File: src/rtl/power_on_lock_bank.sv
// Power-on security lock bank: every channel resets locked and unlocks only on a keyed request.
// Repeated bad requests force a timed lockout; channels can be relocked or made permanent.
module power_on_lock_bank #(
  parameter int NUM_LOCKS      = 4,
  parameter int KEY_WIDTH      = 16,
  parameter logic [NUM_LOCKS*KEY_WIDTH-1:0] KEYS = 64'hD4D4C3C3B2B2A1A1,
  parameter int MAX_FAIL       = 3,
  parameter int LOCKOUT_CYCLES = 16,
  localparam int FW = $clog2(MAX_FAIL + 1),
  localparam int CW = $clog2(LOCKOUT_CYCLES + 1)
) (
  input  logic                 clk,
  input  logic                 resetn,
  input  logic                 req_valid,
  output logic                 req_ready,
  input  logic [3:0]           req_ch,
  input  logic [KEY_WIDTH-1:0] req_key,
  input  logic [NUM_LOCKS-1:0] relock,
  input  logic [NUM_LOCKS-1:0] perm_lock,
  output logic [NUM_LOCKS-1:0] locked,
  output logic [NUM_LOCKS-1:0] perm,
  output logic                 resp_valid,
  output logic [1:0]           resp_code,
  output logic [FW-1:0]        fail_cnt,
  output logic                 in_lockout,
  output logic [1:0]           dbg_state
);

  // Handshake: a request transfers on a rising edge where req_valid & req_ready are both 1;
  // req_ready is high only in IDLE, so at most one request is in flight and none during lockout.

  typedef enum logic [1:0] {IDLE = 2'd0, CHECK = 2'd1, LOCKOUT = 2'd2} state_t;

  localparam logic [1:0]    RC_OK = 2'b00, RC_BADKEY = 2'b01, RC_PERM = 2'b10, RC_BADCH = 2'b11;
  localparam logic [FW-1:0] MAX_F = FW'(MAX_FAIL);

  state_t                 state_q, state_d;
  logic [3:0]             ch_q, ch_d;
  logic [KEY_WIDTH-1:0]   key_q, key_d;
  logic [CW-1:0]          cnt_q, cnt_d;
  logic [FW-1:0]          fail_q, fail_d, fail_inc;
  logic [NUM_LOCKS-1:0]   locked_q, locked_d, perm_q, perm_d, unlock_mask;
  logic                   resp_v_q, resp_v_d;
  logic [1:0]             code_q, code_d;

  logic [KEY_WIDTH-1:0]   ch_key;
  logic [NUM_LOCKS-1:0]   ch_onehot;
  logic                   ch_perm, ch_bad, is_fail;
  logic [31:0]            ch_wide;

  // Decode the latched channel; an out-of-range index matches no channel.
  always_comb begin
    ch_key    = '0;
    ch_onehot = '0;
    ch_perm   = 1'b0;
    for (int i = 0; i < NUM_LOCKS; i++) begin
      if (ch_q == 4'(i)) begin
        ch_key       = KEYS[i*KEY_WIDTH +: KEY_WIDTH];
        ch_onehot[i] = 1'b1;
        ch_perm      = perm_q[i];
      end
    end
  end

  assign ch_wide  = 32'(ch_q);
  assign ch_bad   = (ch_wide >= 32'(NUM_LOCKS));
  assign fail_inc = (fail_q < MAX_F) ? fail_q + FW'(1) : fail_q;

  always_comb begin
    state_d     = state_q;
    ch_d        = ch_q;
    key_d       = key_q;
    cnt_d       = cnt_q;
    fail_d      = fail_q;
    resp_v_d    = 1'b0;
    code_d      = code_q;
    unlock_mask = '0;
    is_fail     = 1'b0;
    case (state_q)
      IDLE: begin
        if (req_valid) begin
          ch_d    = req_ch;
          key_d   = req_key;
          state_d = CHECK;
        end
      end
      CHECK: begin
        resp_v_d = 1'b1;
        state_d  = IDLE;
        if (ch_bad) begin
          code_d  = RC_BADCH;
          is_fail = 1'b1;
        end else if (ch_perm) begin
          code_d = RC_PERM;
        end else if (key_q != ch_key) begin
          code_d  = RC_BADKEY;
          is_fail = 1'b1;
        end else begin
          code_d      = RC_OK;
          fail_d      = '0;
          unlock_mask = ch_onehot;
        end
        if (is_fail) begin
          fail_d = fail_inc;
          if (fail_inc == MAX_F) begin
            state_d = LOCKOUT;
            cnt_d   = CW'(LOCKOUT_CYCLES);
          end
        end
      end
      LOCKOUT: begin
        cnt_d = cnt_q - CW'(1);
        if (cnt_q == CW'(1)) begin
          state_d = IDLE;
          fail_d  = '0;
        end
      end
      default: state_d = IDLE;
    endcase
  end

  // Relock and perm_lock are applied after the unlock so a same-edge lock request wins.
  assign locked_d = (locked_q & ~unlock_mask) | relock | perm_lock;
  assign perm_d   = perm_q | perm_lock;

  always_ff @(posedge clk or negedge resetn) begin
    if (!resetn) begin
      state_q  <= IDLE;
      ch_q     <= '0;
      key_q    <= '0;
      cnt_q    <= '0;
      fail_q   <= '0;
      locked_q <= '1;
      perm_q   <= '0;
      resp_v_q <= 1'b0;
      code_q   <= RC_OK;
    end else begin
      state_q  <= state_d;
      ch_q     <= ch_d;
      key_q    <= key_d;
      cnt_q    <= cnt_d;
      fail_q   <= fail_d;
      locked_q <= locked_d;
      perm_q   <= perm_d;
      resp_v_q <= resp_v_d;
      code_q   <= code_d;
    end
  end

  assign req_ready  = (state_q == IDLE);
  assign in_lockout = (state_q == LOCKOUT);
  assign locked     = locked_q;
  assign perm       = perm_q;
  assign resp_valid = resp_v_q;
  assign resp_code  = code_q;
  assign fail_cnt   = fail_q;
  assign dbg_state  = state_q;

endmodule

File: config.mk
export PLATFORM = sky130hd
export DESIGN_NAME = power_on_lock_bank
export DESIGN_NICKNAME = d
export VERILOG_FILES = /design/src/rtl/power_on_lock_bank.sv
export SDC_FILE = /design/constraint.sdc
export NUM_CORES = 1
export LEC_CHECK = 0
export ABC_AREA = 1
export BUFFER_PORTS_ARGS = -buffer_cell sky130_fd_sc_hd__buf_2
export CAP_MARGIN = 15
export CORE_ASPECT_RATIO = 2
export CORE_MARGIN = 2
export CORE_UTILIZATION = 45
export DETAILED_ROUTE_END_ITERATION = 8
export HOLD_SLACK_MARGIN = 0.12
export PLACE_DENSITY = 0.71
export SLEW_MARGIN = 15
export SYNTH_ARGS = -nofsm -noshare
export SYNTH_HDL_FRONTEND = slang
export SYNTH_SLANG_ARGS = --single-unit
File: constraint.sdc
create_clock -name clk -period 2.96 [get_ports clk]
set_input_delay 0.444 -clock clk [delete_from_list [all_inputs] [get_ports clk]]
set_output_delay 0.444 -clock clk [all_outputs]
set_load 0.01 [all_outputs]
==> results of run 1 <==
-- where the power goes --
part	leakage (nW)	switching [mW]	internal [mW]
sequential	0.446	0.158	0.751
clock	0.0541	0.192	0.249
combinational	0.733	0.581	0.398
-- how the worst max path moves through the flow --
| stage | end | slack, ns | cells past startpoint |
|---|---|---|---|
| 2_1_floorplan | ch_q[0] | 1.24 | 6 |
| 3_3_place_gp | cnt_q[0] | 1.14 | 9 |
| 3_5_place_dp | fail_cnt[0] | 1.10 | 9 |
| 4_1_cts | cnt_q[3] | 1.08 | 10 |
| 5_1_grt | cnt_q[3] | 0.88 | 12 |
| 6_report | cnt_q[3] | 1.10 | 10 |
-- registers in the layout, indices dropped and copies added (netlist names) --
register / count
key_q: 16
cnt_q: 5
ch_q: 4
locked: 4
perm: 4
dbg_state: 2
fail_cnt: 2
resp_code: 2
resp_valid: 1
-- worst max-delay path, stage by stage, from the launching register on --
cell	delay [ns]
dfrtp_1	0.39
nor2_2	0.40
nand2_1	0.18
xnor2_1	0.17
nor2_1	0.13
nand3_2	0.13
nand2_2	0.11
nand2_4	0.08
nand3_4	0.09
nand2_1	0.06
nand2_1	0.05
-- layout by cell type, fill, tap and decap left out, drive strengths merged --
master and count:
mux2 10, clkinvlp 1, bufinv 1, clkbuf 5, a21oi 14, ha 5
nand4 7, nand3 12, o21a 1, clkinv 1, o21ai 3, dfstp 4
buf 48, nand3b 4, o21bai 1, o22ai 2, nor3 1, dfrtp 36
or2 7, nor2 34, inv 25, xnor2 2, nand2 66, a31oi 1
a21boi 1
-- cell families (layout without fill, tap and decap cells) --
kind of cell	count (synthesis)	in the layout	share of synthesized area [%]
and+or+nand+nor	131	131	29.8
DFF	40	40	49.0
buffers and inverters	29	81	5.67
AOI/OAI and AO/OA	23	23	6.16
muxes	10	10	5.49
adders and majority gates	5	5	3.05
xor gates and xnor gates	2	2	0.854
-- through the flow --
step / instances / worst slack [ns] / hold WS (ns) / utilization (%) / total power, mW
floorplan: 240 / 1.24 / 0.148 / - / 1.65
global placement: 338 / 1.14 / 0.453 / 53.4 / 1.88
detailed placement: 338 / 1.10 / 0.454 / 53.4 / 1.90
CTS: 346 / 1.08 / 0.290 / 55.9 / 2.35
global route: 346 / 0.882 / 0.332 / 55.9 / 2.54
finish: 346 / 1.10 / 0.255 / 55.9 / 2.33
-- layout make-up --
class / instances / area (sq um) / area share [%]
clock inverters: 3 / 42.5 / 1.74
well taps: 54 / 67.6 / 2.76
clock buffers: 5 / 68.8 / 2.81
multi-input cells: 171 / 930 / 37.9
flip-flops and latches: 40 / 1010 / 41.0
inverters: 25 / 93.8 / 3.83
repair buffers: 48 / 243 / 9.90
-- metal layers --
layer / wire length (microns) / share of wire, % / track usage (%) / vias to the layer above
li1: - / - / - / 870
met1: 1650 / 39 / 20.3 / 811
met2: 2360 / 56 / 35.0 / 29
met3: 118 / 2.8 / 3.30 / 10
met4: 120 / 2.8 / 10.3 / 0
met5: 0 / 0 / 0 / -
==> reports/qor.csv, run 1 <==
metric,value,unit
antennaDiodeCount,0,
required,3.20,ns
synth_edf_count,0,
dp_hpwl,3330,microns
r2r_end,cnt_q[3],
status,completed,
relSlewSlack,42.4,%
netlist-cell-type-count,30,
synthTopCellsByArea,"dfrtp_1 44%, nand2_1 12%, nor2_1 5.7%, mux2_2 5.5%, dfstp_2 5.1%",
postRouteAntennaNets,0,
fin_nets,327,
ir_drop,0.520,mV
worst_pin_slew,0.864,ns
coreArea,4380,sq um
fmax,0.539,GHz
crit_fanout,12,
p_leak,1.23,nW
cp-start-kind,flip-flop,
yosysTopAreaCellShare,43.9,%
antenna_found_initial,0,
ys_ff_latch,40,
synth.most_common_cell,nand2_1,
clk_pin_slew,0.08,ns
reg2reg_slack,1.10,ns
drive_gt1_share,30.5,%
synthCells,240,
die_w,51.8,microns
rows,34,
power_density,950,nW/um^2
rsz0062_at_grt,no,
vias,1720,
hold_path.class,in2async,
grt_max_degree,41,
overflow,0,
finalSetupViolCount,0,
drc,0,
via_per_inst,4.97,
cts_tree,yes,
routedWlPerCell,12.3,microns
dieHeight,99.5,microns
initial_core_util,46.8,%
slew_violations,0,
io_pins,48,
io_buffers,47,
ctsLongestPathBuffers,2,
track_usage,19.3,%
post-route-period-util,62.7,%
yosysSeqAreaShare,49.0,%
cts_root_buf,clkbuf_8,
cp.arrival,2.09,ns
syn_area_per_cell,8.55,sq um
first_global_vias,1727,
ys_top_cells_by_count,"63 x nand2_1, 36 x dfrtp_1, 31 x nor2_1",
cts_buffers,5,
finalCriticalPeriod,1.86,ns
drtPass1Iterations,4,
cts_sinks,40,
cp-end-kind,flip-flop,
skew,0.00601,ns
fin_area,2450,sq um
hold_viol_final,0,
area_growth,19.5,%
cp-startpoint,ch_q[3],
syn_area,2050,sq um
first_iter_violations,20,
fin_tns_setup,0,ns
synthArstFlopShare,100,%
post-cts-setup-buffers,0,
ctsHoldBuffers,0,
worstSetupPathType,reg2reg,
h-tree-depth,2,
yosys.area.top_type,dfrtp_1,
r2r-start,ch_q[3],
place_area,2340,sq um
n_fill_cell,428,
dieArea,5150,sq um
wirelength,4250,microns
cts_resized,0,
yosys_warnings,0,
gp_congestion,0.814,
ys.flop_type,dfrtp_1,
r2r_cells,10,
cap_violations,0,
insertion_delay,0.29,ns
syn-num-nets,276,
grt_pass1_wl,7420,microns
Power figures use the tool's default switching activity.
==> inputs of run 2 (changes only) <==
- clock period: 2.96 -> 1.93 ns (I/O delays scaled with it)
==> reports/qor.csv, run 2 (synthesized netlist as in run 1, its figures left out) <==
metric,value,unit
required,2.12,ns
status,completed,
cp.arrival,1.91,ns
grt_pass1_wl,7830,microns
first_iter_violations,16,
postRouteAntennaNets,0,
rows,34,
drtPass1Iterations,4,
post-route-period-util,89.5,%
hold_path.class,in2reg,
regMostFlops,key_q,
dp_hpwl,3530,microns
largest_reg_flops,16,
io_buffers,47,
clk_pin_slew,0.07,ns
crit_top_cell,nand2_1,
worstSetupPathType,reg2reg,
dieHeight,99.5,microns
coreArea,4380,sq um
wirelength,4480,microns
vias,1738,
dp_slack,0.217,ns
drive_gt1_share,30.9,%
slew_violations,0,
insertion_delay,0.29,ns
dr.max_layer_used,met4,
cp-end-kind,flip-flop,
h-tree-depth,2,
overflow,0,
dieArea,5150,sq um
drc,0,
fmax,0.579,GHz
die_w,51.8,microns
cts_sinks,40,
crit_fanout,7,
via_per_inst,4.94,
finalCriticalPeriod,1.73,ns
cp_cell_sequence,nor2_2 -> buf_4 -> nand3_2 -> nand2_1 -> nand2_1 -> nor2_2 -> nand3_2 -> nand2_2 -> nand2_4 -> nand4_1 -> nand2_1,
fin_tns_setup,0,ns
final_common_cell,nand2_1,
skew,0.00367,ns
initial_core_util,46.8,%
worst_pin_slew,0.337,ns
antenna_found_initial,0,
fin_nets,333,
hold_viol_final,0,
first_global_vias,1815,
final_cell_mix,"63 x nand2_1, 47 x buf_2, 36 x dfrtp_1",
antennaDiodeCount,0,
layout.cells.non_filler,352,
finalWorstSetupSlack,0.203,ns
ctsLongestPathBuffers,2,
cp-start-kind,flip-flop,
cp_slowest_cell,dfrtp_1,
wl_met1,1610,microns
io_pins,48,
finalSetupViolCount,0,
dp_cells,343,
total_power,3.53,mW
cp_slowest_stage_delay,0.39,ns
grt_max_degree,41,
power_density,1420,nW/um^2
relSlewSlack,77.4,%
ir_drop,0.745,mV
p_leak,1.26,nW
track_usage,20.3,%
gp_congestion,0.910,
dr_wl_met3,141,microns
path_delay_family,simple AND/OR/NAND/NOR gates,
cts_buffers,5,
cap_violations,0,
rsz0062_at_grt,no,
cts_tree,yes,
cp_num_buf_inv,1,
post-cts-setup-buffers,0,
cts_root_buf,clkbuf_8,
area_growth,21.3,%
wl_met2,2590,microns
routedWlPerCell,12.7,microns
reg_top3,"key_q x16, cnt_q x5",
==> run 2: layout make-up <==
| cell class | instances | area (sq um) |
|---|---|---|
| Fill cell | 427 | 1890 |
| Tap cell | 54 | 67.6 |
| Clock buffer | 8 | 90.1 |
| Multi-Input combinational cell | 171 | 930 |
| Sequential cell | 40 | 1010 |
| Inverter | 25 | 93.8 |
| Timing Repair Buffer | 54 | 303 |
==> run 2: repair_timing <==
item | 4_1_cts | 5_1_grt
hold buffers | 1 | 0
hold endpoints to repair | 36 | 0
resized for setup | 0 | 0
endpoints found under the setup margin | 0 | 0
==> run 2: path summary, 6_finish.rpt <==
kind	to	depth (start not counted)	from	slack, ns
min in group asynchronous	cnt_q[0]	3	resetn	0.50
setup reg to reg	cnt_q[4]	11	ch_q[3]	0.20
max in group asynchronous	locked[0]	3	resetn	1.16
hold / removal	locked[2]	3	relock[2]	0.18
setup / recovery	cnt_q[4]	11	ch_q[3]	0.20
hold reg to reg	locked[2]	2	locked[2]	0.46
==> run 2: per-stage QoR <==
stage / hold WS [ns] / util (%) / instance area (sq um)
finish: 0.184 / 56.8 / 2490
global route: 0.182 / 56.8 / 2490
CTS: 0.173 / 56.8 / 2490
detailed placement: 0.281 / 54.5 / 2390
global placement: 0.269 / 54.5 / 2390
floorplan: -0.00609 / - / 2050
==> run 2: power by group <==
| group | internal, mW | leakage (nW) | switching (mW) | total, mW |
|---|---|---|---|---|
| clock network | 0.291 | 0.0455 | 0.275 | 0.566 |
| logic | 0.652 | 0.766 | 0.910 | 1.56 |
| registers | 1.15 | 0.446 | 0.247 | 1.40 |
| total | 2.10 | 1.26 | 1.43 | 3.53 |
==> run 2: layer usage <==
metal | vias up | global-route usage [%]
met5 | - | 0
met4 | 0 | 10.5
met3 | 12 | 3.60
met2 | 36 | 37.0
met1 | 812 | 21.2
li1 | 878 | -
==> run 2: worst register-to-register path, cell delays in order (launching register included) <==
cell and delay (ns):
dfrtp_1 0.39, nor2_2 0.23, buf_4 0.20, nand3_2 0.07, nand2_1 0.06, nand2_1 0.06, nor2_2 0.13, nand3_2 0.12
nand2_2 0.10, nand2_4 0.08, nand4_1 0.12, nand2_1 0.06
